--- src/rtl/quan_pkg.sv ---
// Shared widths, decision thresholds and FSM encoding for the G.726 32 kbit/s
// encoder-side adaptive quantizer.
package quan_pkg;

  localparam int DQM_W  = 15;
  localparam int EXP_W  = 4;
  localparam int MANT_W = 7;
  localparam int DL_W   = 11;
  localparam int DLN_W  = 12;
  localparam int K_W    = 3;

  // Entry 0 is the lowest decision threshold; entry 6 guarantees the scan ends.
  localparam logic [6:0][DLN_W-1:0] T_TAB = {
    12'd2048, 12'd400, 12'd349, 12'd300, 12'd246, 12'd178, 12'd80
  };

  localparam logic [DLN_W-1:0] DLN_NEG_LO = 12'd3972;
  localparam logic [DLN_W-1:0] DLN_MID    = 12'd2048;

  typedef enum logic [2:0] {
    ST_IDLE,
    ST_NORM,
    ST_SUB,
    ST_SCAN,
    ST_DONE
  } state_t;

endpackage

--- src/rtl/quan_log_norm.sv ---
// Serial log2 normaliser: shifts the magnitude left one bit per enabled cycle
// until the MSB is set or the exponent reaches zero.
module quan_log_norm
  import quan_pkg::*;
(
  input  logic              clk,
  input  logic              i_start,
  input  logic              i_en,
  input  logic [DQM_W-1:0]  i_dqm,
  output logic              o_done,
  output logic [EXP_W-1:0]  o_exp,
  output logic [MANT_W-1:0] o_mant
);

  logic [DQM_W-1:0] r_sh;
  logic [EXP_W-1:0] r_e;

  always_ff @(posedge clk) begin
    if (i_start) begin
      r_sh <= i_dqm;
      r_e  <= 4'd14;
    end else if (i_en && !o_done) begin
      r_sh <= {r_sh[DQM_W-2:0], 1'b0};
      r_e  <= r_e - 4'd1;
    end
  end

  assign o_done = r_sh[DQM_W-1] || (r_e == '0);
  assign o_exp  = r_e;
  assign o_mant = r_sh[DQM_W-2 -: MANT_W];

endmodule

--- src/rtl/quan_enc_seq.sv ---
// Sequential ADPCM adaptive quantizer: normalise |D|, subtract Y/4 in the log
// domain, then scan the decision thresholds one per cycle to produce code I.
module quan_enc_seq
  import quan_pkg::*;
#(
  parameter int D_W = 16,
  parameter int Y_W = 13,
  parameter int I_W = 4
) (
  input  logic                  clk,
  input  logic                  reset,
  input  logic signed [D_W-1:0] d_in,
  input  logic        [Y_W-1:0] y_in,
  input  logic                  in_valid,
  output logic                  in_ready,
  output logic        [I_W-1:0] i_out,
  output logic      [DLN_W-1:0] dln_out,
  output logic                  out_valid,
  input  logic                  out_ready
);

  state_t             r_state, w_next;
  logic               r_in_ready, r_out_valid;
  logic [I_W-1:0]     r_i;
  logic [DLN_W-1:0]   r_dln_out;
  logic               r_ds;
  logic [Y_W-1:0]     r_y;
  logic [K_W-1:0]     r_k;

  logic               w_accept, w_load, w_norm_done;
  logic [K_W-1:0]     w_m;
  logic [DQM_W-1:0]   w_dqm;
  logic [EXP_W-1:0]   w_exp;
  logic [MANT_W-1:0]  w_mant;
  logic [DL_W-1:0]    w_dl;
  logic [DLN_W-1:0]   w_dln;

  function automatic logic [I_W-1:0] code_map(input logic [K_W-1:0] m, input logic ds);
    if (m == '0)
      return 4'd15;
    else if (ds)
      return 4'd15 - {1'b0, m};
    else
      return {1'b0, m};
  endfunction

  // Magnitude of the most negative input folds to zero.
  assign w_dqm = d_in[D_W-1] ? DQM_W'(~d_in[DQM_W-1:0] + 15'd1) : d_in[DQM_W-1:0];

  quan_log_norm u_norm (
    .clk     (clk),
    .i_start (w_accept),
    .i_en    (r_state == ST_NORM),
    .i_dqm   (w_dqm),
    .o_done  (w_norm_done),
    .o_exp   (w_exp),
    .o_mant  (w_mant)
  );

  assign w_dl  = {w_exp, w_mant};
  assign w_dln = DLN_W'({2'b00, w_dl} - (r_y >> 2));

  always_ff @(posedge clk) begin
    if (!reset) r_state <= ST_IDLE;
    else        r_state <= w_next;
  end

  always_comb begin
    w_next   = r_state;
    w_accept = 1'b0;
    w_load   = 1'b0;
    w_m      = '0;
    case (r_state)
      ST_IDLE: if (in_valid && r_in_ready) begin
        w_accept = 1'b1;
        w_next   = ST_NORM;
      end
      ST_NORM: if (w_norm_done) w_next = ST_SUB;
      ST_SUB: begin
        if (w_dln >= DLN_NEG_LO) begin
          w_m    = 3'd1;
          w_load = 1'b1;
          w_next = ST_DONE;
        end else if (w_dln >= DLN_MID) begin
          w_load = 1'b1;
          w_next = ST_DONE;
        end else begin
          w_next = ST_SCAN;
        end
      end
      ST_SCAN: if (w_dln < T_TAB[r_k]) begin
        w_m    = K_W'(r_k + 3'd1);
        w_load = 1'b1;
        w_next = ST_DONE;
      end
      ST_DONE: if (out_ready) w_next = ST_IDLE;
      default: w_next = ST_IDLE;
    endcase
  end

  // Handshake flags and result registers, all cleared by reset
  always_ff @(posedge clk) begin
    if (!reset) begin
      r_in_ready  <= 1'b1;
      r_out_valid <= 1'b0;
      r_i         <= '0;
      r_dln_out   <= '0;
    end else begin
      r_in_ready  <= (w_next == ST_IDLE);
      r_out_valid <= (w_next == ST_DONE);
      if (w_load) begin
        r_i       <= code_map(w_m, r_ds);
        r_dln_out <= w_dln;
      end
    end
  end

  // Sample context and scan index
  always_ff @(posedge clk) begin
    if (w_accept) begin
      r_ds <= d_in[D_W-1];
      r_y  <= y_in;
    end
    if (r_state == ST_SUB)
      r_k <= '0;
    else if (r_state == ST_SCAN)
      r_k <= K_W'(r_k + 3'd1);
  end

  assign in_ready  = r_in_ready;
  assign out_valid = r_out_valid;
  assign i_out     = r_i;
  assign dln_out   = r_dln_out;

endmodule

--- config.mk ---
export PLATFORM = sky130hd
export DESIGN_NAME = quan_enc_seq
export DESIGN_NICKNAME = d
export VERILOG_FILES = /design/src/rtl/quan_pkg.sv /design/src/rtl/quan_log_norm.sv /design/src/rtl/quan_enc_seq.sv
export SDC_FILE = /design/constraint.sdc
export NUM_CORES = 1
export LEC_CHECK = 0
export CAP_MARGIN = 30
export CORE_MARGIN = 2
export CORE_UTILIZATION = 30
export DETAILED_ROUTE_END_ITERATION = 10
export GPL_TIMING_DRIVEN = 1
export SYNTH_ARGS = -nofsm -noshare
export SYNTH_HDL_FRONTEND = slang
export SYNTH_HIERARCHICAL = 1
export SYNTH_SLANG_ARGS = --single-unit
--- constraint.sdc ---
create_clock -name clk -period 3.55 [get_ports clk]
set_input_delay 0.71 -clock clk [delete_from_list [all_inputs] [get_ports clk]]
set_output_delay 0.71 -clock clk [all_outputs]
set_load 0.01 [all_outputs]
==> flow_summary.json <==
{
  "status": "finished clean",
  "synthTopCellsByArea": "edfxtp_1, dfxtp_1, ha_1",
  "numCtsBuffers": 9,
  "ios": 51,
  "max_stage_delay_ns": 0.40,
  "ctsHoldBuffers": 0,
  "ant_nets": 0,
  "hold_viol_final": 0,
  "via_count": 3149,
  "clkLatencyLatePin_ns": 0.33,
  "fp.dieW_um": 119,
  "final_nets": 536,
  "n_antenna_cell": 0,
  "holdCritPathClass": "flip-flop to flip-flop",
  "yosys.cell_types.count": 63,
  "synth_seq_cells": 65,
  "grt_pass1_wl_mm": 14.1,
  "min_period_ns": 3.46,
  "drc_errors": 0,
  "critical_path_class": "flip-flop to flip-flop",
  "r2r_start": "u_norm/r_sh[7]",
  "peakVddDrop_mv": 0.296,
  "cts_tree": "done",
  "total_leakage_power_nw": 2.02,
  "power_density_nw_per_um2": 750,
  "grt_pass1_vias": 2986,
  "yosys_warnings": 6,
  "slew_viol_final": 0,
  "drt-initial-drc-count": 131,
  "r2r_setup_slack_ns": 0.09,
  "viasPerCell": 4.82,
  "maxCapViolCount": 0,
  "crit_path_start_kind": "flip-flop",
  "cts.sinks": 65,
  "coreArea_um2": 12700,
  "start_util": 0.309,
  "startpoint": "u_norm/r_sh[7]",
  "syn-num-nets": 469,
  "power.share.sequential": 0.273,
  "crit_end": "r_state[0]",
  "rsz0062_at_grt": "yes",
  "grt_max_degree": 25,
  "grt.overflow.total": 0,
  "worst_pin_slew_ns": 0.634,
  "die-height_um": 119,
  "fp.dieArea_um2": 14100,
  "synth_top_family_by_area": "compound AO/OA/AOI/OAI gates",
  "cp_max_fo": 4,
  "crit_arrival_ns": 3.67,
  "pwr-share-clk": 0.232,
  "cp_slowest_cell": "edfxtp_1",
  "syn_inst": 409,
  "pwr-share-comb": 0.495,
  "finalPower_mw": 3.90,
  "clkTransAtPathRegs_ns": 0.05,
  "drt-total-wl_mm": 8.71,
  "path_common_cell": "ha_2",
  "endpoint_kind": "flip-flop",
  "port-buffer-count": 48,
  "timing.fmax_mhz": 289,
  "synthAdderAreaFrac": 0.0877,
  "finalSetupViolCount": 0,
  "path_cells": "inv_1, ha_2, inv_2, fa_2, a21o_4, a21oi_4, xnor2_2, ha_2, nor2b_2, nor2_1, a21oi_1, a221oi_2, o211a_4, nor4_4, a211oi_2, o31a_1",
  "ys_seq_area_frac": 0.399,
  "syn_area_per_cell_um2": 9.62,
  "synth_xor_area_frac": 0.0569,
  "synthSimpleGateAreaFrac": 0.165,
  "gp_congestion": 0.879,
  "detail_route.wl_per_cell_um": 13.3,
  "dp_hpwl_mm": 6.53,
  "muxShareOfSynthArea": 0.0477,
  "cts_buffer_depth": 2,
  "placed_cells": 631,
  "yosysTopAreaCell": "edfxtp_1",
  "r2r_end": "r_state[0]",
  "yosys-top-cells-count": "dfxtp_1, inv_1, edfxtp_1",
  "grt.total_usage": 0.124,
  "syn-cell-area_um2": 3940,
  "slew-limit-headroom": 0.573,
  "switching_share": 0.364,
  "utilization": 0.409,
  "synth_edf_count": 27,
  "cts-root-buf": "clkbuf_16",
  "antenna_found_initial": 0,
  "p_int_mw": 2.48,
  "drive_gt1_frac": 0.198,
  "p_switching_mw": 1.42,
  "finalCritPeriodShare": 0.974,
  "cts-htree-levels": 3,
  "ff2ff_path_depth": 16,
  "firstDrtPassIters": 4,
  "synthArstFlopShare": 0,
  "finalNonFillerCells": 653,
  "num_rows": 41,
  "synth_top_cell_area_share": 0.206,
  "crit_required_ns": 3.76,
  "dominantRegCellSynth": "dfxtp_1",
  "synth-compound-area-share": 0.179,
  "syn_to_final_growth_pct": 32.0,
  "fin_skew_ns": 0.00500
}
-- critical path, delay by kind of cell (launching register included) --
| kind | cells | cell delay [ns] |
|---|---|---|
| AOI/OAI and AO/OA | 7 | 1.43 |
| xor gates and xnor gates | 1 | 0.10 |
| adders and majority gates | 3 | 0.74 |
| buffers and inverters | 2 | 0.12 |
| DFF | 1 | 0.40 |
| and+or+nand+nor | 3 | 0.56 |
-- cell type report --
class | count | area, um^2
clock buffers | 13 | 303
multi-input cells | 286 | 2250
well taps | 172 | 215
repair buffers | 76 | 698
flip-flops and latches | 65 | 1570
clock inverters | 3 | 16.3
inverters | 38 | 143
fillers | 1275 | 7520
-- how the worst min path moves through the flow --
stage,slack [ns],cells past startpoint,endpoint,startpoint
after detailed placement,0.46,2,dln_out[1],dln_out[1]
after global placement,0.45,2,dln_out[5],dln_out[5]
after floorplan,0.48,2,u_norm/o_exp[0],u_norm/o_exp[0]
after global routing,0.49,2,dln_out[10],dln_out[10]
final,0.47,2,dln_out[6],dln_out[6]
after CTS,0.46,2,dln_out[1],dln_out[1]
-- metrics by stage --
stage          cell area (um^2)  hold slack, ns  setup WS [ns]  setup TNS (ns)
2_1_floorplan              3940           0.483          0.124               0
3_3_place_gp               4690           0.454         0.0147               0
3_5_place_dp               4690           0.455        -0.0919          -0.348
4_1_cts                    5060           0.463        0.00905               0
5_1_grt                    5200           0.486        -0.0848          -0.736
6_report                   5200           0.465         0.0909               0
-- per-layer routing --
| layer | vias up | global-route usage | share of wire |
|---|---|---|---|
| met1 | 1463 | 0.167 | 0.48 |
| li1 | 1603 | - | - |
| met3 | 13 | 0.0357 | 0.050 |
| met5 | - | 0 | 0 |
| met4 | 0 | 0.0335 | 0.014 |
| met2 | 70 | 0.194 | 0.45 |
-- placed cells by master (no fill, tap or decap), drive strengths merged, types with 19 or more instances in the layout --
master / Yosys / final
a21oi: 22 / 22
o21ai: 28 / 28
inv: 38 / 39
clkdlybuf4s50: 0 / 48
buf: 14 / 28
dfxtp: 38 / 38
nor2: 20 / 20
ha: 26 / 26
nand2: 24 / 24
edfxtp: 27 / 27
xnor2: 19 / 19
-- timing repair --
item / CTS / global route
setup buffers: 4 / 2
pin swaps: 4 / 11
gates resized for setup: 5 / 27
setup endpoints to repair: 15 / 20
-- power groups by stage --
stage               logic, mW  registers [mW]  clock network, mW
global placement         1.61            1.07                  0
floorplan                1.17            1.05                  0
global route             2.10            1.09              0.965
detailed placement       1.64            1.08                  0
finish                   1.93            1.06              0.905
CTS                      1.73            1.07              0.929
-- cells by family (layout without fill, tap and decap cells) --
| family | Yosys count | in the layout |
|---|---|---|
| adders and majority gates | 27 | 27 |
| AOI/OAI and AO/OA | 100 | 100 |
| muxes | 17 | 17 |
| xor gates and xnor gates | 24 | 24 |
| buffers and inverters | 58 | 130 |
| and+or+nand+nor | 118 | 118 |
| DFF | 65 | 65 |
No activity file was read; power rests on OpenSTA's default activity.
